==> src/rtl/tap_delay_pkg.sv <==
// tap_delay_pkg: shared types and defaults for the tapped delay line.
// Holds the fill-state enum, default geometry and the tap bit-offset helper.
// No ports; imported by tap_reg_slice and tap_delay_line.
package tap_delay_pkg;

    typedef enum logic [1:0] {
        EMPTY   = 2'd0,
        FILLING = 2'd1,
        PRIMED  = 2'd2
    } tap_state_t;

    localparam int DEF_DATA_W   = 16;
    localparam int DEF_NUM_TAPS = 8;

    // LSB position of tap k inside the flattened taps bus.
    function automatic int tap_lsb(input int k, input int w);
        return k * w;
    endfunction

endpackage

==> src/rtl/tap_reg_slice.sv <==
// tap_reg_slice: one DATA_W-wide stage of the delay line.
// Ports: clk, rst (sync, active-high, clears q), en (load d), d, q.
// Single-cycle register; holds its value whenever en is low.
module tap_reg_slice
    import tap_delay_pkg::*;
#(
    parameter int W = DEF_DATA_W
) (
    input  logic         clk,
    input  logic         rst,
    input  logic         en,
    input  logic [W-1:0] d,
    output logic [W-1:0] q
);

    always_ff @(posedge clk) begin
        if (rst) begin
            q <= '0;
        end else if (en) begin
            q <= d;
        end
    end

endmodule

==> src/rtl/tap_delay_line.sv <==
// tap_delay_line: NUM_TAPS-deep shift chain presenting all taps in parallel to a MAC.
// Ports: clk/rst (sync, active-high); in_valid/in_ready/in_data sample input; flush pulse;
//        taps/taps_valid/taps_ready window output; fill_count and primed status.
// Taps update 1 cycle after accept; in_ready = !flush && (!taps_valid || taps_ready).
// Optional build macro TAP_DELAY_ZERO_FILL_EN: raise taps_valid after every accept,
// unfilled taps reading as 0 (zero-initial-condition start-up).
module tap_delay_line
    import tap_delay_pkg::*;
#(
    parameter  int DATA_W   = DEF_DATA_W,
    parameter  int NUM_TAPS = DEF_NUM_TAPS,
    localparam int CNT_W    = $clog2(NUM_TAPS + 1)
) (
    input  logic                       clk,
    input  logic                       rst,
    input  logic                       in_valid,
    output logic                       in_ready,
    input  logic [DATA_W-1:0]          in_data,
    input  logic                       flush,
    output logic [DATA_W*NUM_TAPS-1:0] taps,
    output logic                       taps_valid,
    input  logic                       taps_ready,
    output logic [CNT_W-1:0]           fill_count,
    output logic                       primed
);

`ifdef TAP_DELAY_ZERO_FILL_EN
    localparam bit ZERO_FILL = 1'b1;
`else
    localparam bit ZERO_FILL = 1'b0;
`endif

    localparam logic [CNT_W-1:0] CNT_FULL = CNT_W'(NUM_TAPS);
    localparam logic [CNT_W-1:0] CNT_LAST = CNT_W'(NUM_TAPS - 1);

    tap_state_t state;
    logic       accept;
    logic       consume;
    logic       slice_clr;
    logic       fills_window;

    logic [DATA_W-1:0] tap_q [NUM_TAPS];

    // Flush blocks acceptance outright so the dropped sample never reaches the chain.
    assign in_ready     = !flush && (!taps_valid || taps_ready);
    assign accept       = in_valid && in_ready;
    assign consume      = taps_valid && taps_ready;
    assign slice_clr    = rst || flush;
    // This accept completes (or keeps) a full window.
    assign fills_window = (fill_count >= CNT_LAST);

    genvar k;
    generate
        for (k = 0; k < NUM_TAPS; k++) begin : g_tap
            logic [DATA_W-1:0] slice_d;
            if (k == 0) begin : g_head
                assign slice_d = in_data;
            end else begin : g_body
                assign slice_d = tap_q[k-1];
            end

            tap_reg_slice #(.W(DATA_W)) u_slice (
                .clk (clk),
                .rst (slice_clr),
                .en  (accept),
                .d   (slice_d),
                .q   (tap_q[k])
            );

            assign taps[tap_lsb(k, DATA_W) +: DATA_W] = tap_q[k];
        end
    endgenerate

    always_ff @(posedge clk) begin
        if (rst || flush) begin
            state      <= EMPTY;
            fill_count <= '0;
            taps_valid <= 1'b0;
            primed     <= 1'b0;
        end else if (accept) begin
            if (fill_count != CNT_FULL) begin
                fill_count <= fill_count + CNT_W'(1);
            end
            // An accept while valid implies a same-cycle consume; the new window replaces it.
            taps_valid <= ZERO_FILL || fills_window;
            case (state)
                EMPTY: begin
                    state <= FILLING;
                end
                FILLING: begin
                    if (fills_window) begin
                        state  <= PRIMED;
                        primed <= 1'b1;
                    end
                end
                PRIMED: begin
                    state <= PRIMED;
                end
                default: begin
                    state <= EMPTY;
                end
            endcase
        end else if (consume) begin
            taps_valid <= 1'b0;
        end
    end

endmodule
==> config.mk <==
export PLATFORM = sky130hd
export DESIGN_NAME = tap_delay_line
export DESIGN_NICKNAME = d
export VERILOG_FILES = /design/src/rtl/tap_delay_pkg.sv /design/src/rtl/tap_reg_slice.sv /design/src/rtl/tap_delay_line.sv
export SDC_FILE = /design/constraint.sdc
export NUM_CORES = 1
export LEC_CHECK = 0
export BUFFER_PORTS_ARGS = -buffer_cell sky130_fd_sc_hd__buf_4
export CAP_MARGIN = 20
export CORE_MARGIN = 2
export CORE_UTILIZATION = 50
export DETAILED_ROUTE_END_ITERATION = 8
export HOLD_SLACK_MARGIN = 0.08
export PLACE_DENSITY = 0.88
export SYNTH_ARGS = -nofsm -noshare
export SYNTH_HDL_FRONTEND = slang
export SYNTH_SLANG_ARGS = --single-unit
==> constraint.sdc <==
create_clock -name clk -period 3.2 [get_ports clk]
set_clock_uncertainty 0.2 [all_clocks]
set_input_delay 0.64 -clock clk [delete_from_list [all_inputs] [get_ports clk]]
set_output_delay 0.64 -clock clk [all_outputs]
set_load 0.01 [all_outputs]
==> results.cfg <==
[global_routing]
grt_max_degree = 77
grt_pass1_wl_mm = 24.5
grt_pass1_vias = 4892
antenna_found_initial = 0
grt-ovfl-total = 0
grt_usage_pct = 26.8

[synthesis]
seq_area_frac_synth_pct = 51.7
synth_nets = 663
synth_mux_area_share_pct = 0.570
ys_ff_latch = 136
postSynthCellCount = 638
synthXorXnorAreaFrac_pct = 0
synth.area.top_cells = dfxtp_1, a21oi_1, nand3_1
syn_area_sq_um = 5270
synth_top_family_by_area = compound AO/OA/AOI/OAI gates
yosys.area.top_type = dfxtp_1
synth.top_cell.area_share_pct = 51.7
synthDistinctLibCells = 29
synth-compound-area-share_pct = 25.9
postSynthAreaPerCell_sq_um = 8.26
synth_fa_ha_area_share_pct = 0.950
ys_warn_count = 0
synth-simple-area-share_pct = 14.4

[sta]
hold_violations = 0
fin_tns_setup_ns = 0
slew_viol_final = 0
min_period_over_period_pct = 67.0
fmax_mhz = 467
rsz0062_at_grt = no
setup_viol = 0
relSlewSlack_pct = 48.9
fin_crit_ns = 2.14
worstMarginPinSlew_ns = 0.766
holdWs_ns = 0.196

[placement]
place_area_sq_um = 6420
gp_congestion = 0.815
detailed_place_hpwl_mm = 9.97
port_buffers = 155

[power_and_ir_drop]
p_seq_share_pct = 43.6
clockPowerShare_pct = 52.9
p_sw_share_pct = 20.6
comb_power_share_pct = 3.5
p_switching_w = 0.000806
power_leakage_nw = 2.60
vdd_drop_max_mv = 0.355
p_int_w = 0.00311
p_per_area_nw_per_um2 = 555

[clock_network]
clockRootBuffer = clkbuf_8
cts-hold-fix-buffers = 0
clock_latency_ns = 0.50
clkTransAtPathRegs_ns = 0.06
cts_tree = built
ctsResizeCount = 0
cts.path.max_buffers = 2
post_cts_buffers = 0
clock-sinks = 136
cts_buffers = 17
htreeDepth = 4

[floorplanning]
die_w_um = 107
io_pins = 156
row_count = 37
fp.dieH_um = 107
core_area_sq_um = 10300
initial_core_util_pct = 51.3
die-area_sq_um = 11400

[final_layout]
fin_area_sq_um = 7050
num-nets-final = 774
layout_common_cells = buf_4, dfxtp_1, a21oi_1
drive_above_1_share_pct = 26.5
antennaDiodeCount = 0
area_growth_pct = 33.9
final_common_cell = buf_4
post-route-util_pct = 68.6

[min_path]
holdPathEnd = g_tap[0].u_slice.q[8]
hold_class = input pin to flip-flop
whs_path_depth = 3
min_from = in_data[8]

[worst_setup_path]
timing.critical_path.buf_inv = 1
end_kind = output port
cp.required_ns = 2.36
critPathSlowestCell = dfxtp_1
rr_startpoint = taps_valid
arrival_ns = 1.30
cp_top_family = flip-flops
crit_chain = nor2b_4 > nor2_1 > buf_4
reg2reg_to = g_tap[2].u_slice.q[12]
r2r_cells = 4
critPathKind = flip-flop to output port
worst_setup_path_start_kind = flip-flop
cp_max_fo = 4
rrSetupSlack_ns = 1.22
slowest_delay_ns = 0.36

[job]
maxCapViolations = 0

[routing]
drc = 0
wl_mm = 15.7
dr.pass1.iters = 6
via_per_inst = 6.00
drt-wirelength-per-cell_um = 17.5
ant_nets = 0
drt_iter0_drc = 432
vias = 5391

[run_status]
status = finished clean
## through the flow
| stage | setup WS [ns] | power, W | instances |
|---|---|---|---|
| 2_1_floorplan | 1.07 | 0.00182 | 638 |
| 3_3_place_gp | 0.932 | 0.00187 | 866 |
| 3_5_place_dp | 0.871 | 0.00188 | 866 |
| 4_1_cts | 1.05 | 0.00392 | 898 |
| 5_1_grt | 1.01 | 0.00402 | 898 |
| 6_report | 1.06 | 0.00391 | 898 |
## power groups by stage
| stage | logic, W | clock network (W) | registers, W |
|---|---|---|---|
| floorplan | 0.0000814 | 0 | 0.00174 |
| global placement | 0.000130 | 0 | 0.00174 |
| detailed placement | 0.000133 | 0 | 0.00174 |
| CTS | 0.000134 | 0.00208 | 0.00171 |
| global route | 0.000148 | 0.00217 | 0.00170 |
| finish | 0.000137 | 0.00207 | 0.00171 |
## synth_stat cells
library cell	n
a211oi_2	1
a21o_1	1
a21oi_1	132
a311oi_1	1
a41o_1	1
a41oi_1	1
and3b_1	1
buf_1	7
buf_2	23
buf_6	2
clkbuf_1	42
dfxtp_1	136
ha_1	4
inv_1	5
mux2i_1	3
nand2_1	6
nand2b_2	1
nand3_1	129
nand3b_1	1
nand4_1	1
nor2_1	4
nor2b_1	1
nor2b_4	1
nor3_1	1
o21ai_0	128
o31ai_1	2
or2_2	1
or2b_1	1
or4_1	1
## worst max-delay path by stage
stage                          start                      to  slack [ns]  depth (start not counted)
after detailed placement       flush  g_tap[0].u_slice.q[11]        0.87                          5
after floorplan           taps_ready                in_ready        1.07                          5
after global placement         flush  g_tap[1].u_slice.q[13]        0.93                          5
after CTS                 taps_valid                in_ready        1.05                          3
final                     taps_valid                in_ready        1.06                          3
after global routing      taps_valid                in_ready        1.01                          3
## worst min-delay path, cell delays in order
cell and delay [ns]:
buf_4 0.11, nand3_1 0.05, a21oi_1 0.05
## cell families after synthesis
kind of cell,count (synthesis)
simple gates,149
mux,3
flops,136
fa+ha+maj,4
compound gates,267
buf+inv,79
## layout make-up
cell class / count / area (sq um)
clock inverter: 12 / 198
multi-input combinational: 423 / 2220
tap: 136 / 170
clock buffer: 20 / 435
fill: 826 / 3230
sequential: 136 / 2720
timing repair buffer: 166 / 1280
inverter: 5 / 18.8
## flip-flops by register name (all words and copies together) (netlist names)
name,cells
g_tap.u_slice.q,128
fill_count,4
state,2
primed,1
taps_valid,1
## routing by layer
| metal | wire [um] | global-route usage [%] | vias up | share of wire [%] |
|---|---|---|---|---|
| li1 | - | - | 2508 | - |
| met4 | 456 | 11.0 | 0 | 2.9 |
| met2 | 7710 | 43.3 | 274 | 49 |
| met3 | 1220 | 7.17 | 39 | 7.8 |
| met5 | 0 | 0 | - | 0 |
| met1 | 6300 | 34.1 | 2570 | 40 |
(Power assumes the default switching activity.)
